`config.mk`:
```
export PLATFORM = sky130hd
export DESIGN_NAME = dmem_bus_arbiter_flat
export DESIGN_NICKNAME = d
export VERILOG_FILES = /design/src/rtl/dmem_bus_pkg.sv /design/src/rtl/dmem_bus_arbiter_if.sv /design/src/rtl/dmem_bus_arbiter_rr_arb2.sv /design/src/rtl/dmem_bus_arbiter.sv /design/src/flat_wrapper.sv
export SDC_FILE = /design/constraint.sdc
export NUM_CORES = 1
export LEC_CHECK = 0
export ABC_AREA = 1
export BUFFER_PORTS_ARGS = -buffer_cell sky130_fd_sc_hd__buf_2
export CAP_MARGIN = 20
export CORE_MARGIN = 4
export CORE_UTILIZATION = 40
export DETAILED_ROUTE_END_ITERATION = 7
export PLACE_DENSITY = 0.8
export REMOVE_ABC_BUFFERS = 1
export SLEW_MARGIN = 20
export SYNTH_ARGS = -nofsm -noshare
export SYNTH_HDL_FRONTEND = slang
export SYNTH_SLANG_ARGS = --single-unit
export TNS_END_PERCENT = 30
```
`constraint.sdc`:
```
create_clock -name clk -period 5.75 [get_ports clk]
set_input_delay 1.725 -clock clk [delete_from_list [all_inputs] [get_ports clk]]
set_output_delay 1.725 -clock clk [all_outputs]
set_load 0.01 [all_outputs]
```
`src/rtl/dmem_bus_pkg.sv`:
```
// Shared types and constants for the data-memory / I/O bus arbiter.
package dmem_bus_pkg;

    // Transaction FSM: latch in IDLE, drive memory/I/O in ACCESS, ack in RESP.
    typedef enum logic [1:0] {
        ST_IDLE,
        ST_ACCESS,
        ST_RESP
    } state_e;

    // Target of a latched transaction, resolved once when it is accepted.
    typedef enum logic [2:0] {
        RG_MEM,
        RG_HEX,
        RG_LEDR,
        RG_LEDG,
        RG_KEY,
        RG_SW,
        RG_NONE
    } region_e;

    // Default memory-mapped I/O addresses.
    localparam logic [31:0] DEF_ADDR_HEX  = 32'hF000_0000;
    localparam logic [31:0] DEF_ADDR_LEDR = 32'hF000_0004;
    localparam logic [31:0] DEF_ADDR_LEDG = 32'hF000_0008;
    localparam logic [31:0] DEF_ADDR_KEY  = 32'hF000_0010;
    localparam logic [31:0] DEF_ADDR_SW   = 32'hF000_0014;

    // Read value returned for addresses that hit nothing.
    localparam logic [31:0] UNMAPPED_RDATA = 32'hDEAD_BEEF;

    // Power-on pattern of the HEX display register.
    localparam logic [15:0] HEX_RESET = 16'hDEAD;

endpackage

```
`src/rtl/dmem_bus_arbiter_if.sv`:
```
// Two requester ports plus the data-memory side of the arbiter.
interface dmem_bus_arbiter_if #(
    parameter int DBITS          = 32,
    parameter int DMEM_ADDR_BITS = 13
);
    // Port 0 (CPU)
    logic                      req0;
    logic                      we0;
    logic [DBITS-1:0]          addr0;
    logic [DBITS-1:0]          wdata0;
    logic                      ack0;
    logic [DBITS-1:0]          rdata0;
    // Port 1 (debug/DMA)
    logic                      req1;
    logic                      we1;
    logic [DBITS-1:0]          addr1;
    logic [DBITS-1:0]          wdata1;
    logic                      ack1;
    logic [DBITS-1:0]          rdata1;
    // Data memory
    logic                      mem_en;
    logic                      mem_we;
    logic [DMEM_ADDR_BITS-3:0] mem_addr;
    logic [DBITS-1:0]          mem_wdata;
    logic [DBITS-1:0]          mem_rdata;

    // Arbiter view: serves requesters, drives the memory.
    modport slave (
        input  req0, we0, addr0, wdata0,
        output ack0, rdata0,
        input  req1, we1, addr1, wdata1,
        output ack1, rdata1,
        output mem_en, mem_we, mem_addr, mem_wdata,
        input  mem_rdata
    );

    // Requester/memory-model view.
    modport master (
        output req0, we0, addr0, wdata0,
        input  ack0, rdata0,
        output req1, we1, addr1, wdata1,
        input  ack1, rdata1,
        input  mem_en, mem_we, mem_addr, mem_wdata,
        output mem_rdata
    );

endinterface

```
`src/rtl/dmem_bus_arbiter_rr_arb2.sv`:
```
// Two-port round-robin grant. A lone request always wins; on a tie the port
// not granted last wins. The pointer moves only when a grant is accepted.
module rr_arb2 (
    input  logic       clk,
    input  logic       reset,
    input  logic [1:0] req,
    input  logic       accept,
    output logic [1:0] grant
);

    // 0: port 0 favored on a tie, 1: port 1 favored
    logic prio_q, prio_d;

    // Grant selection and pointer update
    always_comb begin
        if (req == 2'b11) begin
            grant = prio_q ? 2'b10 : 2'b01;
        end else begin
            grant = req;
        end
        prio_d = prio_q;
        if (accept && (req != 2'b00)) begin
            // Whoever just won yields the next tie to the other port
            prio_d = grant[0];
        end
    end

    // Pointer register, port 0 favored out of reset
    always_ff @(posedge clk or posedge reset) begin
        if (reset) begin
            prio_q <= 1'b0;
        end else begin
            prio_q <= prio_d;
        end
    end

endmodule

```
`src/rtl/dmem_bus_arbiter.sv`:
```
// Arbitrates two requesters onto data memory and a small set of I/O registers.
// Each transaction takes IDLE -> ACCESS -> RESP, acking in RESP.
module dmem_bus_arbiter
    import dmem_bus_pkg::*;
#(
    parameter int               DBITS          = 32,
    parameter int               DMEM_ADDR_BITS = 13,
    parameter logic [DBITS-1:0] ADDR_HEX       = DEF_ADDR_HEX,
    parameter logic [DBITS-1:0] ADDR_LEDR      = DEF_ADDR_LEDR,
    parameter logic [DBITS-1:0] ADDR_LEDG      = DEF_ADDR_LEDG,
    parameter logic [DBITS-1:0] ADDR_KEY       = DEF_ADDR_KEY,
    parameter logic [DBITS-1:0] ADDR_SW        = DEF_ADDR_SW
) (
    input  logic                clk,
    input  logic                reset,
    dmem_bus_arbiter_if.slave   bus,
    input  logic [3:0]          key,
    input  logic [9:0]          sw,
    output logic [15:0]         hex_out,
    output logic [9:0]          ledr_out,
    output logic [7:0]          ledg_out
);

    logic [1:0] req, grant;
    logic       accept;

    state_e                    state_q, state_d;
    logic                      port_q, port_d;
    logic                      we_q, we_d;
    logic [DMEM_ADDR_BITS-3:0] maddr_q, maddr_d;
    logic [DBITS-1:0]          wdata_q, wdata_d;
    region_e                   region_q, region_d;
    logic [1:0]                ack_q, ack_d;
    logic                      mem_en_q, mem_en_d;
    logic                      mem_we_q, mem_we_d;
    logic [15:0]               hex_q, hex_d;
    logic [9:0]                ledr_q, ledr_d;
    logic [7:0]                ledg_q, ledg_d;

    logic             win_port, win_we;
    logic [DBITS-1:0] win_addr, win_wdata;
    region_e          win_region;
    logic [DBITS-1:0] rd_val;

    // Memory window is everything below 2**DMEM_ADDR_BITS; I/O needs an exact hit.
    function automatic region_e decode(input logic [DBITS-1:0] a);
        if (a[DBITS-1:DMEM_ADDR_BITS] == '0) return RG_MEM;
        if (a == ADDR_HEX)  return RG_HEX;
        if (a == ADDR_LEDR) return RG_LEDR;
        if (a == ADDR_LEDG) return RG_LEDG;
        if (a == ADDR_KEY)  return RG_KEY;
        if (a == ADDR_SW)   return RG_SW;
        return RG_NONE;
    endfunction

    assign req    = {bus.req1, bus.req0};
    assign accept = (state_q == ST_IDLE);

    rr_arb2 u_arb (
        .clk    (clk),
        .reset  (reset),
        .req    (req),
        .accept (accept),
        .grant  (grant)
    );

    // Select the winning port's request fields
    always_comb begin
        win_port   = grant[1];
        win_we     = win_port ? bus.we1    : bus.we0;
        win_addr   = win_port ? bus.addr1  : bus.addr0;
        win_wdata  = win_port ? bus.wdata1 : bus.wdata0;
        win_region = decode(win_addr);
    end

    // Next-state logic for the FSM, transaction latch and I/O registers
    always_comb begin
        state_d  = state_q;
        port_d   = port_q;
        we_d     = we_q;
        maddr_d  = maddr_q;
        wdata_d  = wdata_q;
        region_d = region_q;
        ack_d    = 2'b00;
        mem_en_d = 1'b0;
        mem_we_d = 1'b0;
        hex_d    = hex_q;
        ledr_d   = ledr_q;
        ledg_d   = ledg_q;
        case (state_q)
            ST_IDLE: begin
                if (req != 2'b00) begin
                    state_d  = ST_ACCESS;
                    port_d   = win_port;
                    we_d     = win_we;
                    maddr_d  = win_addr[DMEM_ADDR_BITS-1:2];
                    wdata_d  = win_wdata;
                    region_d = win_region;
                    // Memory strobes are registered so they are clean in ACCESS
                    mem_en_d = (win_region == RG_MEM);
                    mem_we_d = win_we;
                end
            end
            ST_ACCESS: begin
                state_d = ST_RESP;
                ack_d   = port_q ? 2'b10 : 2'b01;
                // I/O writes commit on the ACCESS -> RESP edge
                if (we_q) begin
                    case (region_q)
                        RG_HEX:  hex_d  = wdata_q[15:0];
                        RG_LEDR: ledr_d = wdata_q[9:0];
                        RG_LEDG: ledg_d = wdata_q[7:0];
                        default: ;
                    endcase
                end
            end
            ST_RESP: begin
                state_d = ST_IDLE;
            end
            default: begin
                state_d = ST_IDLE;
            end
        endcase
    end

    // All arbiter state; reset aborts any in-flight transaction
    always_ff @(posedge clk or posedge reset) begin
        if (reset) begin
            state_q  <= ST_IDLE;
            port_q   <= 1'b0;
            we_q     <= 1'b0;
            maddr_q  <= '0;
            wdata_q  <= '0;
            region_q <= RG_NONE;
            ack_q    <= 2'b00;
            mem_en_q <= 1'b0;
            mem_we_q <= 1'b0;
            hex_q    <= HEX_RESET;
            ledr_q   <= '0;
            ledg_q   <= '0;
        end else begin
            state_q  <= state_d;
            port_q   <= port_d;
            we_q     <= we_d;
            maddr_q  <= maddr_d;
            wdata_q  <= wdata_d;
            region_q <= region_d;
            ack_q    <= ack_d;
            mem_en_q <= mem_en_d;
            mem_we_q <= mem_we_d;
            hex_q    <= hex_d;
            ledr_q   <= ledr_d;
            ledg_q   <= ledg_d;
        end
    end

    // Read-data source; mem_rdata only becomes valid in RESP, so this stays combinational
    always_comb begin
        rd_val = '0;
        case (region_q)
            RG_MEM:  rd_val = bus.mem_rdata;
            RG_KEY:  rd_val = {{(DBITS-4){1'b0}}, ~key};
            RG_SW:   rd_val = {{(DBITS-10){1'b0}}, sw};
            RG_HEX:  rd_val = {{(DBITS-16){1'b0}}, hex_q};
            RG_LEDR: rd_val = {{(DBITS-10){1'b0}}, ledr_q};
            RG_LEDG: rd_val = {{(DBITS-8){1'b0}}, ledg_q};
            RG_NONE: rd_val = DBITS'(UNMAPPED_RDATA);
            default: rd_val = '0;
        endcase
    end

    // Read data only on the acked port and only for reads
    always_comb begin
        bus.rdata0 = (ack_q[0] && !we_q) ? rd_val : '0;
        bus.rdata1 = (ack_q[1] && !we_q) ? rd_val : '0;
    end

    assign bus.ack0      = ack_q[0];
    assign bus.ack1      = ack_q[1];
    assign bus.mem_en    = mem_en_q;
    assign bus.mem_we    = mem_we_q;
    assign bus.mem_addr  = maddr_q;
    assign bus.mem_wdata = wdata_q;
    assign hex_out       = hex_q;
    assign ledr_out      = ledr_q;
    assign ledg_out      = ledg_q;

endmodule

```
`src/flat_wrapper.sv`:
```
// flat-port wrapper written by rule: the top's interface ports become plain ports
module dmem_bus_arbiter_flat import dmem_bus_pkg::*;
#(
    parameter int               DBITS          = 32,
    parameter int               DMEM_ADDR_BITS = 13,
    parameter logic [DBITS-1:0] ADDR_HEX       = DEF_ADDR_HEX,
    parameter logic [DBITS-1:0] ADDR_LEDR      = DEF_ADDR_LEDR,
    parameter logic [DBITS-1:0] ADDR_LEDG      = DEF_ADDR_LEDG,
    parameter logic [DBITS-1:0] ADDR_KEY       = DEF_ADDR_KEY,
    parameter logic [DBITS-1:0] ADDR_SW        = DEF_ADDR_SW
)
  (clk, reset, key, sw, hex_out, ledr_out, ledg_out, bus_req0, bus_we0, bus_addr0, bus_wdata0, bus_ack0, bus_rdata0, bus_req1, bus_we1, bus_addr1, bus_wdata1, bus_ack1, bus_rdata1, bus_mem_en, bus_mem_we, bus_mem_addr, bus_mem_wdata, bus_mem_rdata);
  dmem_bus_arbiter_if #(.DBITS(DBITS), .DMEM_ADDR_BITS(DMEM_ADDR_BITS)) bus_i ();
  input  logic clk;
  input  logic reset;
  input  logic [3:0] key;
  input  logic [9:0] sw;
  output logic [15:0] hex_out;
  output logic [9:0] ledr_out;
  output logic [7:0] ledg_out;
  input wire logic [$bits(bus_i.req0)-1:0] bus_req0;
  input wire logic [$bits(bus_i.we0)-1:0] bus_we0;
  input wire logic [$bits(bus_i.addr0)-1:0] bus_addr0;
  input wire logic [$bits(bus_i.wdata0)-1:0] bus_wdata0;
  output wire logic [$bits(bus_i.ack0)-1:0] bus_ack0;
  output wire logic [$bits(bus_i.rdata0)-1:0] bus_rdata0;
  input wire logic [$bits(bus_i.req1)-1:0] bus_req1;
  input wire logic [$bits(bus_i.we1)-1:0] bus_we1;
  input wire logic [$bits(bus_i.addr1)-1:0] bus_addr1;
  input wire logic [$bits(bus_i.wdata1)-1:0] bus_wdata1;
  output wire logic [$bits(bus_i.ack1)-1:0] bus_ack1;
  output wire logic [$bits(bus_i.rdata1)-1:0] bus_rdata1;
  output wire logic [$bits(bus_i.mem_en)-1:0] bus_mem_en;
  output wire logic [$bits(bus_i.mem_we)-1:0] bus_mem_we;
  output wire logic [$bits(bus_i.mem_addr)-1:0] bus_mem_addr;
  output wire logic [$bits(bus_i.mem_wdata)-1:0] bus_mem_wdata;
  input wire logic [$bits(bus_i.mem_rdata)-1:0] bus_mem_rdata;
  assign bus_i.req0 = bus_req0;
  assign bus_i.we0 = bus_we0;
  assign bus_i.addr0 = bus_addr0;
  assign bus_i.wdata0 = bus_wdata0;
  assign bus_ack0 = bus_i.ack0;
  assign bus_rdata0 = bus_i.rdata0;
  assign bus_i.req1 = bus_req1;
  assign bus_i.we1 = bus_we1;
  assign bus_i.addr1 = bus_addr1;
  assign bus_i.wdata1 = bus_wdata1;
  assign bus_ack1 = bus_i.ack1;
  assign bus_rdata1 = bus_i.rdata1;
  assign bus_mem_en = bus_i.mem_en;
  assign bus_mem_we = bus_i.mem_we;
  assign bus_mem_addr = bus_i.mem_addr;
  assign bus_mem_wdata = bus_i.mem_wdata;
  assign bus_i.mem_rdata = bus_mem_rdata;
  dmem_bus_arbiter #(.DBITS(DBITS), .DMEM_ADDR_BITS(DMEM_ADDR_BITS), .ADDR_HEX(ADDR_HEX), .ADDR_LEDR(ADDR_LEDR), .ADDR_LEDG(ADDR_LEDG), .ADDR_KEY(ADDR_KEY), .ADDR_SW(ADDR_SW)) u_core (.clk(clk), .reset(reset), .bus(bus_i), .key(key), .sw(sw), .hex_out(hex_out), .ledr_out(ledr_out), .ledg_out(ledg_out));
endmodule
```
==> out/summary.json <==
{
  "count_of_flip_flops_with_a_built_in_enable_after_synthesis": {"value": 0},
  "grt_max_degree": {"value": 75},
  "switching_portion_of_total_power": {"value": 44.2, "unit": "%"},
  "path_cells": {"value": "buf_2, a32o_1, a221oi_1, nor2_1, buf_2"},
  "maxCapViolations": {"value": 0},
  "worst-path-buf-inv": {"value": 2},
  "clock_insertion_delay_worst_skew": {"value": 340, "unit": "ps"},
  "final-instance-count-excl-fill": {"value": 1299},
  "routed_via_density": {"value": 4.96},
  "run_status": {"value": "complete, no violations"},
  "via_total_after_detailed_routing": {"value": 6441},
  "worstSetupEndpointType": {"value": "primary output"},
  "timing.critical_path.required": {"value": 4030, "unit": "ps"},
  "synth.top_cells.by_area": {"value": "sky130_fd_sc_hd__dfrtp_1 (34%), sky130_fd_sc_hd__nand2_1 (15%), sky130_fd_sc_hd__nor2_1 (8.6%)"},
  "drtIter0Drc": {"value": 409},
  "post_route_clock_period_utilization": {"value": 76.5, "unit": "%"},
  "p_int": {"value": 1.74, "unit": "mW"},
  "root_buffer": {"value": "sky130_fd_sc_hd__clkbuf_16"},
  "pin_count": {"value": 325},
  "synth-seq-cells": {"value": 89},
  "buffer_depth_of_the_longest_clock_path": {"value": 2},
  "post_route_cells_drive_above_1_share": {"value": 34.1, "unit": "%"},
  "overall_die_area": {"value": 15700, "unit": "sq um"},
  "worstSetupStartpointType": {"value": "input port"},
  "grt_first_pass_wirelength": {"value": 30500, "unit": "um"},
  "powerDensity": {"value": 415, "unit": "nW/um^2"},
  "post_synth.cell_area_avg": {"value": 6.73, "unit": "sq um"},
  "detailed_place_hpwl": {"value": 15000, "unit": "um"},
  "htreeDepth": {"value": 3},
  "tritoncts_clock_tree": {"value": "done"},
  "count_of_cells_along_the_worst_hold_path": {"value": 1},
  "cp_num_cells": {"value": 5},
  "preCtsSetupSlack": {"value": 1360, "unit": "ps"},
  "cp_max_fo": {"value": 2},
  "crit_slowest_cell": {"value": "sky130_fd_sc_hd__a221oi_1"},
  "numClockSinks": {"value": 89},
  "cts_hold_bufs": {"value": 0},
  "hold_violations": {"value": 0},
  "io_buffer_count": {"value": 324},
  "async_set_or_reset_flop_fraction_in_the_synthesized_netlist": {"value": 100, "unit": "%"},
  "firstDrtPassIters": {"value": 5},
  "cp.arrival": {"value": 2680, "unit": "ps"},
  "grt_overflow_total": {"value": 0},
  "core_area": {"value": 13300, "unit": "sq um"},
  "design_area": {"value": 7510, "unit": "sq um"},
  "worst-r2r-cell-count": {"value": 5},
  "cts-resized-gates": {"value": 0},
  "finalCriticalPeriod": {"value": 4400, "unit": "ps"},
  "die_w": {"value": 125, "unit": "um"},
  "synthCells": {"value": 819},
  "maxSlewViolCount": {"value": 0},
  "synth-seq-area-share": {"value": 40.7, "unit": "%"},
  "nNetsFinal": {"value": 1295},
  "synth_top_area_share": {"value": 34.5, "unit": "%"},
  "grt_usage": {"value": 23.9, "unit": "%"},
  "slowest_delay": {"value": 330, "unit": "ps"},
  "clock.fmax": {"value": 227, "unit": "MHz"},
  "finClkSkew": {"value": 10.1, "unit": "ps"},
  "finalSetupViolations": {"value": 0},
  "relSlewSlack": {"value": 32.0, "unit": "%"},
  "static-leakage-power": {"value": 4.23, "unit": "nW"},
  "setup_slack": {"value": 1350, "unit": "ps"},
  "netlist.top_cell.by_area": {"value": "sky130_fd_sc_hd__dfrtp_1"},
  "cts_buffers": {"value": 9},
  "floorplan.initialDensity": {"value": 41.3, "unit": "%"},
  "worst_hold_slack": {"value": 425, "unit": "ps"},
  "synth_top_cells_by_count": {"value": "sky130_fd_sc_hd__nand2_1 (226), sky130_fd_sc_hd__nor2_1 (126), sky130_fd_sc_hd__inv_1 (88), sky130_fd_sc_hd__dfrtp_1 (76), sky130_fd_sc_hd__o21ai_0 (76)"},
  "worstHoldPathType": {"value": "reg2reg"},
  "max_slew.worst_pin.slew": {"value": 1020, "unit": "ps"},
  "most_common_cell_type_on_the_critical_path": {"value": "sky130_fd_sc_hd__buf_2"},
  "routed_wire_length_per_instance": {"value": 15.0, "unit": "um"},
  "rows": {"value": 42},
  "grt_antenna_before_repair": {"value": 2},
  "drt.antenna.violating_nets": {"value": 0},
  "gp_routability_congestion": {"value": 0.880},
  "crit_family": {"value": "compound AO/OA/AOI/OAI gates"},
  "timing_worst_setup_path_type": {"value": "in2out"},
  "seqPwrFrac": {"value": 31.2, "unit": "%"},
  "flow.area_growth_from_synthesis": {"value": 36.2, "unit": "%"},
  "yosys.cell_types.count": {"value": 37},
  "worst_setup_hold_path_clk_slew": {"value": 60, "unit": "ps"},
  "synth.most_common_cell": {"value": "sky130_fd_sc_hd__nand2_1"},
  "postcts_setup_bufs": {"value": 0},
  "grt_pass1_vias": {"value": 5977},
  "dpl-instance-area": {"value": 7190, "unit": "sq um"},
  "reg2reg_setup_slack": {"value": 3170, "unit": "ps"},
  "remaining_drc_errors": {"value": 0},
  "switching_power": {"value": 1.38, "unit": "mW"},
  "die_height": {"value": 125, "unit": "um"},
  "peakVddDrop": {"value": 0.184, "unit": "mV"},
  "grt_setup_unrepaired": {"value": "no"},
  "synthesis.area": {"value": 5510, "unit": "sq um"},
  "power_frac_clock": {"value": 19.7, "unit": "%"},
  "yosys_most_used_dff": {"value": "sky130_fd_sc_hd__dfrtp_1"},
  "yosys_warnings": {"value": 0},
  "comb_power_share": {"value": 49.1, "unit": "%"},
  "sum_neg_setup_slack": {"value": 0, "unit": "ps"},
  "numPlacedInstances": {"value": 1280},
  "wirelength": {"value": 19500, "unit": "um"}
}
==> stage by stage <==
stage                     utilization, %  power [mW]
after floorplan                        -        1.88
after global placement              53.9        2.49
after detailed placement            53.9        2.52
after CTS                           56.2        3.14
after global routing                56.3        3.37
final                               56.3        3.12
==> routing by layer <==
layer	routed length (um)	up-vias	part of all wire [%]	GRT usage (%)
li1	-	3215	-	-
met1	7280	2900	37	27.1
met2	9980	290	51	42.5
met3	1690	36	8.6	5.50
met4	584	0	3.0	11.0
met5	0	-	0	0
==> cell usage in the layout, fill, tap and decap left out, types with 5 or more instances in the layout <==
master                      count
sky130_fd_sc_hd__a21oi_1       30
sky130_fd_sc_hd__buf_2        324
sky130_fd_sc_hd__buf_4          6
sky130_fd_sc_hd__clkbuf_16      9
sky130_fd_sc_hd__clkinv_1       5
sky130_fd_sc_hd__dfrtp_1       76
sky130_fd_sc_hd__dfstp_2       13
sky130_fd_sc_hd__inv_1         86
sky130_fd_sc_hd__nand2_1      226
sky130_fd_sc_hd__nand2_2        6
sky130_fd_sc_hd__nand3_1       43
sky130_fd_sc_hd__nand3b_1       9
sky130_fd_sc_hd__nand4_1        7
sky130_fd_sc_hd__nor2_1       125
sky130_fd_sc_hd__nor2_2         8
sky130_fd_sc_hd__nor3_1        14
sky130_fd_sc_hd__o21ai_0       76
sky130_fd_sc_hd__o22ai_1       17
==> final timing paths <==
kind                                                      from                                   end
worst max-delay path                          bus_mem_rdata[8]                         bus_rdata1[8]
min in group asynchronous                                reset  u_core.bus.mem_wdata[19]$_DFFE_PP0P_
worst min register to register       u_core.port_q$_DFFE_PP0P_             u_core.ack_q[0]$_DFF_PP0_
worst min-delay path                 u_core.port_q$_DFFE_PP0P_             u_core.ack_q[0]$_DFF_PP0_
max in group asynchronous                                reset        u_core.hex_out[15]$_DFFE_PP1P_
worst max register to register  u_core.region_q[2]$_DFFE_PP1P_        u_core.hex_out[13]$_DFFE_PP0P_
==> kinds of logic (layout without fill, tap and decap cells) <==
group | after synthesis | after routing | share of synthesized area, %
and+or+nand+nor | 443 | 443 | 33.4
other | 0 | 3 | 0
DFF | 89 | 89 | 40.7
AOI/OAI and AO/OA | 150 | 150 | 15.6
buffers and inverters | 137 | 438 | 10.3
==> final cells by class <==
type	count	area [sq um]
Antenna cell	3	7.51
Clock buffer	11	253
Clock inverter	5	61.3
Fill cell	1313	5840
Inverter	92	348
Multi-Input combinational cell	593	2710
Sequential cell	89	2240
Tap cell	176	220
Timing Repair Buffer	330	1670
==> sequential cells by signal, indices dropped and copies added (netlist names) <==
register,flops
u_core.bus.mem_en,1
u_core.we_q,1
u_core.state_q,2
u_core.bus.mem_wdata,32
u_core.port_q,1
u_core.u_arb.prio_q,1
u_core.ack_q,2
u_core.hex_out,16
u_core.bus.mem_addr,11
u_core.bus.mem_we,1
u_core.region_q,3
u_core.ledg_out,8
u_core.ledr_out,10
==> worst reg2reg max path, cell delays in order (launching register included) <==
cell and delay, ps:
sky130_fd_sc_hd__dfstp_2 620, sky130_fd_sc_hd__inv_1 80, sky130_fd_sc_hd__nand3_1 90, sky130_fd_sc_hd__clkinv_1 460
sky130_fd_sc_hd__nand2_1 970, sky130_fd_sc_hd__o21ai_0 200
==> power groups by stage <==
stage	clock (mW)	sequential [mW]	combinational [mW]
floorplan	0	1.06	0.820
global placement	0	0.973	1.52
detailed placement	0	0.980	1.54
CTS	0.623	0.971	1.55
global route	0.652	1.00	1.71
finish	0.614	0.973	1.53
Note: power is estimated with default switching activity, not from simulation.
